==> config.mk <==
export PLATFORM = sky130hd
export DESIGN_NAME = instr_fetch_unit
export DESIGN_NICKNAME = d
export VERILOG_FILES = /design/src/rtl/instr_fetch_unit.sv
export SDC_FILE = /design/constraint.sdc
export NUM_CORES = 1
export LEC_CHECK = 0
export CORE_ASPECT_RATIO = 0.9
export CORE_UTILIZATION = 55
export DETAILED_ROUTE_END_ITERATION = 16
export PLACE_DENSITY = 0.85
export SLEW_MARGIN = 30
export SYNTH_ARGS = -nofsm -noshare
export SYNTH_HDL_FRONTEND = slang
export SYNTH_SLANG_ARGS = --single-unit
==> constraint.sdc <==
create_clock -name clock -period 5.7 [get_ports clock]
set_clock_uncertainty 0.1 [all_clocks]
set_input_delay 0.855 -clock clock [delete_from_list [all_inputs] [get_ports clock]]
set_output_delay 0.855 -clock clock [all_outputs]
set_load 0.1 [all_outputs]
==> src/rtl/instr_fetch_unit.sv <==
// Instruction fetch unit: req/ack fetch from instruction memory into a two-entry
// prefetch queue, issues one word per fetch_req into IR, redirects on branches.
module instr_fetch_unit #(
   parameter logic [31:0] RESET_PC = 32'h0000_0000
) (
   input  logic        clock,
   input  logic        reset,
   input  logic        fetch_req,
   input  logic        branch_valid,
   input  logic [31:0] branch_target,
   output logic [31:0] IR,
   output logic [31:0] pc_out,
   output logic        ir_issue,
   output logic        fetch_stall,
   output logic        mem_req,
   output logic [31:0] mem_addr,
   input  logic        mem_ack,
   input  logic [31:0] mem_rdata
);

   // state  | meaning
   // S_IDLE | no request outstanding; launch one if the queue has room
   // S_WAIT | request outstanding, data will be queued on ack
   // S_DROP | request outstanding but made stale by a branch; data discarded on ack
   typedef enum logic [1:0] {S_IDLE, S_WAIT, S_DROP} state_t;

   state_t      state_q, state_d;
   logic [31:0] fetch_pc_q, fetch_pc_d;
   logic [1:0]  cnt_q, cnt_d, cnt_mid;
   logic [31:0] q0_addr_q, q0_addr_d, q0_data_q, q0_data_d;
   logic [31:0] q1_addr_q, q1_addr_d, q1_data_q, q1_data_d;
   logic [31:0] ir_q, ir_d, pc_q, pc_d, addr_q, addr_d;
   logic        issue_q, issue_d, req_q, req_d;
   logic        do_pop, do_push;

   always_comb begin
      state_d    = state_q;
      fetch_pc_d = fetch_pc_q;
      req_d      = req_q;
      addr_d     = addr_q;
      do_push    = 1'b0;
      do_pop     = fetch_req && (cnt_q != 2'd0) && !branch_valid;

      case (state_q)
         S_IDLE: begin
            if ((cnt_q != 2'd2) && !branch_valid) begin
               req_d   = 1'b1;
               addr_d  = fetch_pc_q;
               state_d = S_WAIT;
            end else begin
               req_d = 1'b0;
            end
         end
         S_WAIT: begin
            if (branch_valid) begin
               if (mem_ack) begin
                  req_d   = 1'b0;
                  state_d = S_IDLE;
               end else begin
                  state_d = S_DROP;
               end
            end else if (mem_ack) begin
               do_push    = 1'b1;
               fetch_pc_d = fetch_pc_q + 32'd4;
               req_d      = 1'b0;
               state_d    = S_IDLE;
            end
         end
         S_DROP: begin
            // the stale request is never withdrawn; wait out its ack
            if (mem_ack) begin
               req_d   = 1'b0;
               state_d = S_IDLE;
            end
         end
         default: begin
            req_d   = 1'b0;
            state_d = S_IDLE;
         end
      endcase

      if (branch_valid) fetch_pc_d = {branch_target[31:2], 2'b00};

      q0_addr_d = q0_addr_q;
      q0_data_d = q0_data_q;
      q1_addr_d = q1_addr_q;
      q1_data_d = q1_data_q;
      cnt_mid   = cnt_q;
      if (do_pop) begin
         q0_addr_d = q1_addr_q;
         q0_data_d = q1_data_q;
         cnt_mid   = cnt_q - 2'd1;
      end
      cnt_d = cnt_mid;
      if (do_push) begin
         if (cnt_mid == 2'd0) begin
            q0_addr_d = addr_q;
            q0_data_d = mem_rdata;
         end else begin
            q1_addr_d = addr_q;
            q1_data_d = mem_rdata;
         end
         cnt_d = cnt_mid + 2'd1;
      end
      if (branch_valid) cnt_d = 2'd0;

      ir_d    = ir_q;
      pc_d    = pc_q;
      issue_d = 1'b0;
      if (do_pop) begin
         ir_d    = q0_data_q;
         pc_d    = q0_addr_q;
         issue_d = 1'b1;
      end
   end

   always_ff @(posedge clock or negedge reset) begin
      if (!reset) begin
         state_q    <= S_IDLE;
         fetch_pc_q <= RESET_PC;
         cnt_q      <= 2'd0;
         q0_addr_q  <= 32'd0;
         q0_data_q  <= 32'd0;
         q1_addr_q  <= 32'd0;
         q1_data_q  <= 32'd0;
         ir_q       <= 32'd0;
         pc_q       <= 32'd0;
         issue_q    <= 1'b0;
         req_q      <= 1'b0;
         addr_q     <= 32'd0;
      end else begin
         state_q    <= state_d;
         fetch_pc_q <= fetch_pc_d;
         cnt_q      <= cnt_d;
         q0_addr_q  <= q0_addr_d;
         q0_data_q  <= q0_data_d;
         q1_addr_q  <= q1_addr_d;
         q1_data_q  <= q1_data_d;
         ir_q       <= ir_d;
         pc_q       <= pc_d;
         issue_q    <= issue_d;
         req_q      <= req_d;
         addr_q     <= addr_d;
      end
   end

   assign IR          = ir_q;
   assign pc_out      = pc_q;
   assign ir_issue    = issue_q;
   assign mem_req     = req_q;
   assign mem_addr    = addr_q;
   assign fetch_stall = fetch_req && (cnt_q == 2'd0) && !branch_valid;

endmodule

==> results_dict.tcl, run 1 <==
set metrics [dict create \
    pin_count 168 \
    drive_gt1_frac 0.138 \
    cp_num_buf_inv 3 \
    fmax_mhz 270 \
    ys_ff_latch 256 \
    cp.arrival_ns 3.96 \
    slowest_stage "or3b_4" \
    syn_area_um2 10800 \
    routedWlPerCell_um 16.2 \
    finalSetupTns_ns 0 \
    hold_viol_final 0 \
    worstPathRequired_ns 5.96 \
    worstSetupEndpointType "register" \
    port_buffers 163 \
    antenna_found_initial 0 \
    yosysWarningCount 0 \
    ant_nets 0 \
    layout.nets 1259 \
    grt_pass1_vias 7564 \
    worstMarginPinSlew_ns 1.06 \
    totalWireLength_um 23500 \
    overflow 0 \
    period_share 0.649 \
    cts_root_buf "clkbuf_16" \
    htreeDepth 1 \
    clkSinkCount 256 \
    cts_resized 0 \
    numCtsBuffers 26 \
    hp-class "primary input to asynchronous set/reset pin" \
    critPathMaxStageDelay_ns 0.58 \
    diodes 0 \
    r2r_setup_slack_ns 2.08 \
    async_reset_ff_frac 1.00 \
    crit_family "buffers and inverters" \
    die_h_um 135 \
    grt_usage 0.237 \
    core.rowCount 48 \
    start_util 0.562 \
    crit_fanout 87 \
    clk_path_buf_depth 3 \
    grt_max_degree 101 \
    synth_top_area_share 0.593 \
    drt_iter0_drc 399 \
    crit_path_start_kind "primary input" \
    status "finished, final reports clean" \
    finalMaxSlewViolations 0 \
    synth-edff-count 0 \
    setup_viol 0 \
    clkTransAtPathRegs_ns 0.06 \
    ys_types 49 \
    rsz0062_at_grt "no" \
    drt_first_pass_iters 4 \
    setup.worst_path.class "primary input to register" \
    die_w_um 150 \
    area_growth_pct 24.5 \
    synth_top_area_cell "dfrtp_1" \
    final_common_cell "nand2_1" \
    final_cell_mix "nand2_1, dfrtp_1, clkdlybuf4s50_1" \
    yosys-top-cells-area "dfrtp_1, nand2_1, mux2_2" \
    grt_pass1_wl_um 38200 \
    synthCells 1043 \
    gp_congestion 0.935 \
    ys_seq_area_frac 0.593 \
    maxSlewHeadroom 0.294 \
    synth_flop_cell "dfrtp_1" \
    post_cts_buffers 0 \
    period_minus_slack_ns 3.70 \
    placeableCoreArea_um2 19200 \
    clk_latency_ns 0.52 \
    fp.dieArea_um2 20200 \
    hold_buffers 0 \
    drcViolationCount 0 \
    syn_area_per_cell_um2 10.4 \
    crit_chain "clkdlybuf4s50_1 -> or3b_4 -> inv_4 -> xnor2_1 -> ha_1 -> nand3_4 -> buf_12 -> nor2_1 -> a31oi_1" \
    cts_tree "yes" \
    vias_per_cell 5.42 \
    vias 7862 \
    dpl.hpwl_um 14900 \
    cap_violations 0 \
]
## worst paths after layout
kind                                         from                        to  depth (start not counted)
min                                         reset  mem_addr[27]$_DFFE_PN0P_                          1
max reg2reg                    cnt_q[0]$_DFF_PN0_    q0_data_q[6]$_DFF_PN0_                         10
min reg2reg                q0_data_q[1]$_DFF_PN0_         IR[1]$_DFFE_PN0P_                          2
max                                     fetch_req    q0_data_q[6]$_DFF_PN0_                          9
min in group clock         q0_data_q[1]$_DFF_PN0_         IR[1]$_DFFE_PN0P_                          2
max in group asynchronous                   reset    state_q[1]$_DFFE_PN0P_                          2
## synth_stat cells (5+ instances only)
library cell	number
nand4_1	11
buf_4	8
buf_1	7
o21ai_0	22
dfrtp_1	256
ha_1	8
buf_2	14
mux2_1	5
xnor2_1	13
xor2_1	17
nand3_1	10
and3_1	7
a31oi_1	62
clkbuf_1	34
mux2_2	91
inv_1	6
nor2_1	70
nand2_1	356
## sequential cells by signal, summed over array words and instances (netlist names)
name and count:
IR 32, cnt_q 2, fetch_pc_q 30, ir_issue 1, mem_addr 30, mem_req 1, pc_out 32, q0_addr_q 32
q0_data_q 32, q1_addr_q 30, q1_data_q 32, state_q 2
## layer usage
layer  vias up  global-route usage  part of all wire
li1       3745                   -                 -
met1      3828               0.338              0.45
met2       242               0.375              0.47
met3        47              0.0409             0.056
met4         0              0.0701             0.026
met5         -                   0                 0
## metrics by stage
stage	cell area (µm²)	worst slack (ns)	hold WS (ns)	utilization	instances
after detailed placement	12600	1.45	0.351	0.655	1404
after global placement	12600	1.59	0.347	0.655	1404
after CTS	13500	2.01	0.291	0.700	1451
final	13400	2.00	0.250	0.699	1451
after floorplan	10800	2.69	0.330	-	1044
after global routing	13400	1.82	0.296	0.699	1451
## area by class of cell
class	instances	area (µm²)
flip-flops and latches	256	6410
fillers	1378	5780
multi-input cells	718	4110
repair buffers	173	1720
clock buffers	41	838
well taps	250	313
clock inverters	6	30.0
inverters	7	28.8
## cells by family after synthesis
kind of cell	after synthesis	share of synthesized area
xor gates and xnor gates	30	0.0243
adders and majority gates	8	0.00927
muxes	97	0.101
buffers and inverters	70	0.0287
AOI/OAI and AO/OA	99	0.0564
DFF	256	0.593
other	1	0.000347
and+or+nand+nor	482	0.186
Power of run 1 is left out: the tool's default activity adds up to more than one toggle a clock period on the data nets, which glitch-free logic cannot reach.
==> inputs of run 2 (changes only) <==
- CORE_UTILIZATION: 55 -> 54
- PLACE_DENSITY: 0.85 -> 0.84
- clock period: 5.7 -> 3.45 ns (I/O delays scaled with it)
==> run 2 against run 1 <==
  * The flow now finishes with violations (hold timing)
  * First-iteration DRC count increased by 24%
  * Largest cell class unchanged
  * Worst setup slack worse by 1.3 ns
  * Flip-flop and latch count stayed put
  * Register-to-register slack lost 1.4 ns
==> results_dict.tcl, run 2 (same netlist as run 1, synthesis figures left out) <==
set metrics [dict create \
    maxSlewHeadroom 0.306 \
    rsz0062_at_grt "no" \
    numCtsBuffers 27 \
    die_w_um 151 \
    port_buffers 163 \
    design_area_um2 13500 \
    vias_per_cell 5.46 \
    core.rowCount 48 \
    grt_pass1_wl_um 38300 \
    worstMarginPinSlew_ns 1.04 \
    cp.arrival_ns 2.14 \
    layout.nets 1266 \
    hp-class "primary input to asynchronous set/reset pin" \
    period_share 0.801 \
    overflow 0 \
    cts_resized 0 \
    setup_viol 0 \
    start_util 0.557 \
    drt_first_pass_iters 5 \
    status "complete, but fails checks" \
    cap_violations 0 \
    period_minus_slack_ns 2.76 \
    placed_cells 1410 \
    clk_path_buf_depth 3 \
    crit_fanout 4 \
    routedWlPerCell_um 16.2 \
    totalWireLength_um 23600 \
    whs_ns -0.00650 \
    placeableCoreArea_um2 19400 \
    diodes 0 \
    failed_checks "hold timing" \
    fp.dieArea_um2 20600 \
    hold_buffers 0 \
    drcViolationCount 0 \
    crit_path_start_kind "register" \
    cts_root_buf "clkbuf_16" \
    worstSetupEndpointType "output port" \
    finalMaxSlewViolations 0 \
    grt_max_degree 128 \
    ant_nets 0 \
    clk_latency_ns 0.51 \
    drt_iter0_drc 493 \
    dpl.hpwl_um 15000 \
    grt_pass1_vias 7626 \
    stdcell_count 1458 \
    final_cell_mix "nand2_1, dfrtp_1, clkdlybuf4s50_1" \
    setup.worst_path.class "register to output port" \
    final_common_cell "nand2_1" \
    post_dp_cell_area_um2 12600 \
    vias 7962 \
    cp_num_buf_inv 1 \
    fillers 1407 \
    cts_tree "yes" \
    slowest_stage "clkdlybuf4s50_1" \
    area_growth_pct 25.2 \
    antenna_found_initial 0 \
    worstPathRequired_ns 2.83 \
    clkTransAtPathRegs_ns 0.06 \
    die_h_um 136 \
    drive_gt1_frac 0.159 \
    pin_count 168 \
    grt_usage 0.233 \
    fmax_mhz 362 \
    critPathMaxStageDelay_ns 1.19 \
    gp_congestion 0.906 \
    crit_family "buffers and inverters" \
    crit_chain "clkdlybuf4s50_1" \
    clkSinkCount 256 \
    htreeDepth 1 \
    post_cts_buffers 0 \
    finalSetupTns_ns 0 \
    hold_viol_final 5 \
]
## run 2: changes by cell type in the layout (fill, tap and decap cells not counted)
| cell | change |
|---|---|
| clkbuf_8 | -5 |
| clkdlybuf4s50_1 | -19 |
| buf_6 | -1 |
| clkinv_2 | +2 |
| buf_4 | +27 |
| buf_2 | -4 |
| clkinvlp_4 | +1 |
| buf_12 | +3 |
| bufinv_16 | +3 |
## run 2: layer usage
metal / global-route usage / wire length [µm] / vias up / share of wire
met1: 0.344 / 10900 / 3909 / 0.46
li1: - / - / 3762 / -
met2: 0.356 / 10900 / 254 / 0.46
met3: 0.0362 / 1340 / 37 / 0.057
met4: 0.0672 / 492 / 0 / 0.021
met5: 0 / 0 / - / 0
## run 2: worst paths after layout
check / depth (start not counted) / slack [ns] / start / endpoint
max: 1 / 0.69 / mem_addr[24]$_DFFE_PN0P_ / mem_addr[24]
min: 1 / -0.007 / reset / fetch_pc_q[23]$_DFFE_PN0P_
max reg2reg: 9 / 0.72 / cnt_q[0]$_DFF_PN0_ / q1_data_q[24]$_DFFE_PN0P_
min reg2reg: 2 / 0.36 / q0_data_q[9]$_DFF_PN0_ / IR[9]$_DFFE_PN0P_
max in group asynchronous: 2 / 2.46 / reset / IR[20]$_DFFE_PN0P_
min in group clock: 2 / 0.36 / q0_data_q[9]$_DFF_PN0_ / IR[9]$_DFFE_PN0P_
## run 2: area by class of cell
class	count	area (µm²)	area share
tap	250	313	0.0231
sequential	256	6410	0.474
timing repair buffer	179	1760	0.130
inverter	7	28.8	0.00213
multi-input combinational	718	4110	0.304
clock inverter	12	138	0.0102
clock buffer	36	769	0.0569
## run 2: metrics by stage
stage                     worst slack, ns   util
final                               0.688  0.697
after detailed placement            0.437  0.650
after global placement              0.471  0.650
after floorplan                     0.743      -
after CTS                           0.676  0.697
after global routing                0.611  0.697
Power of run 2 is left out for the same reason.
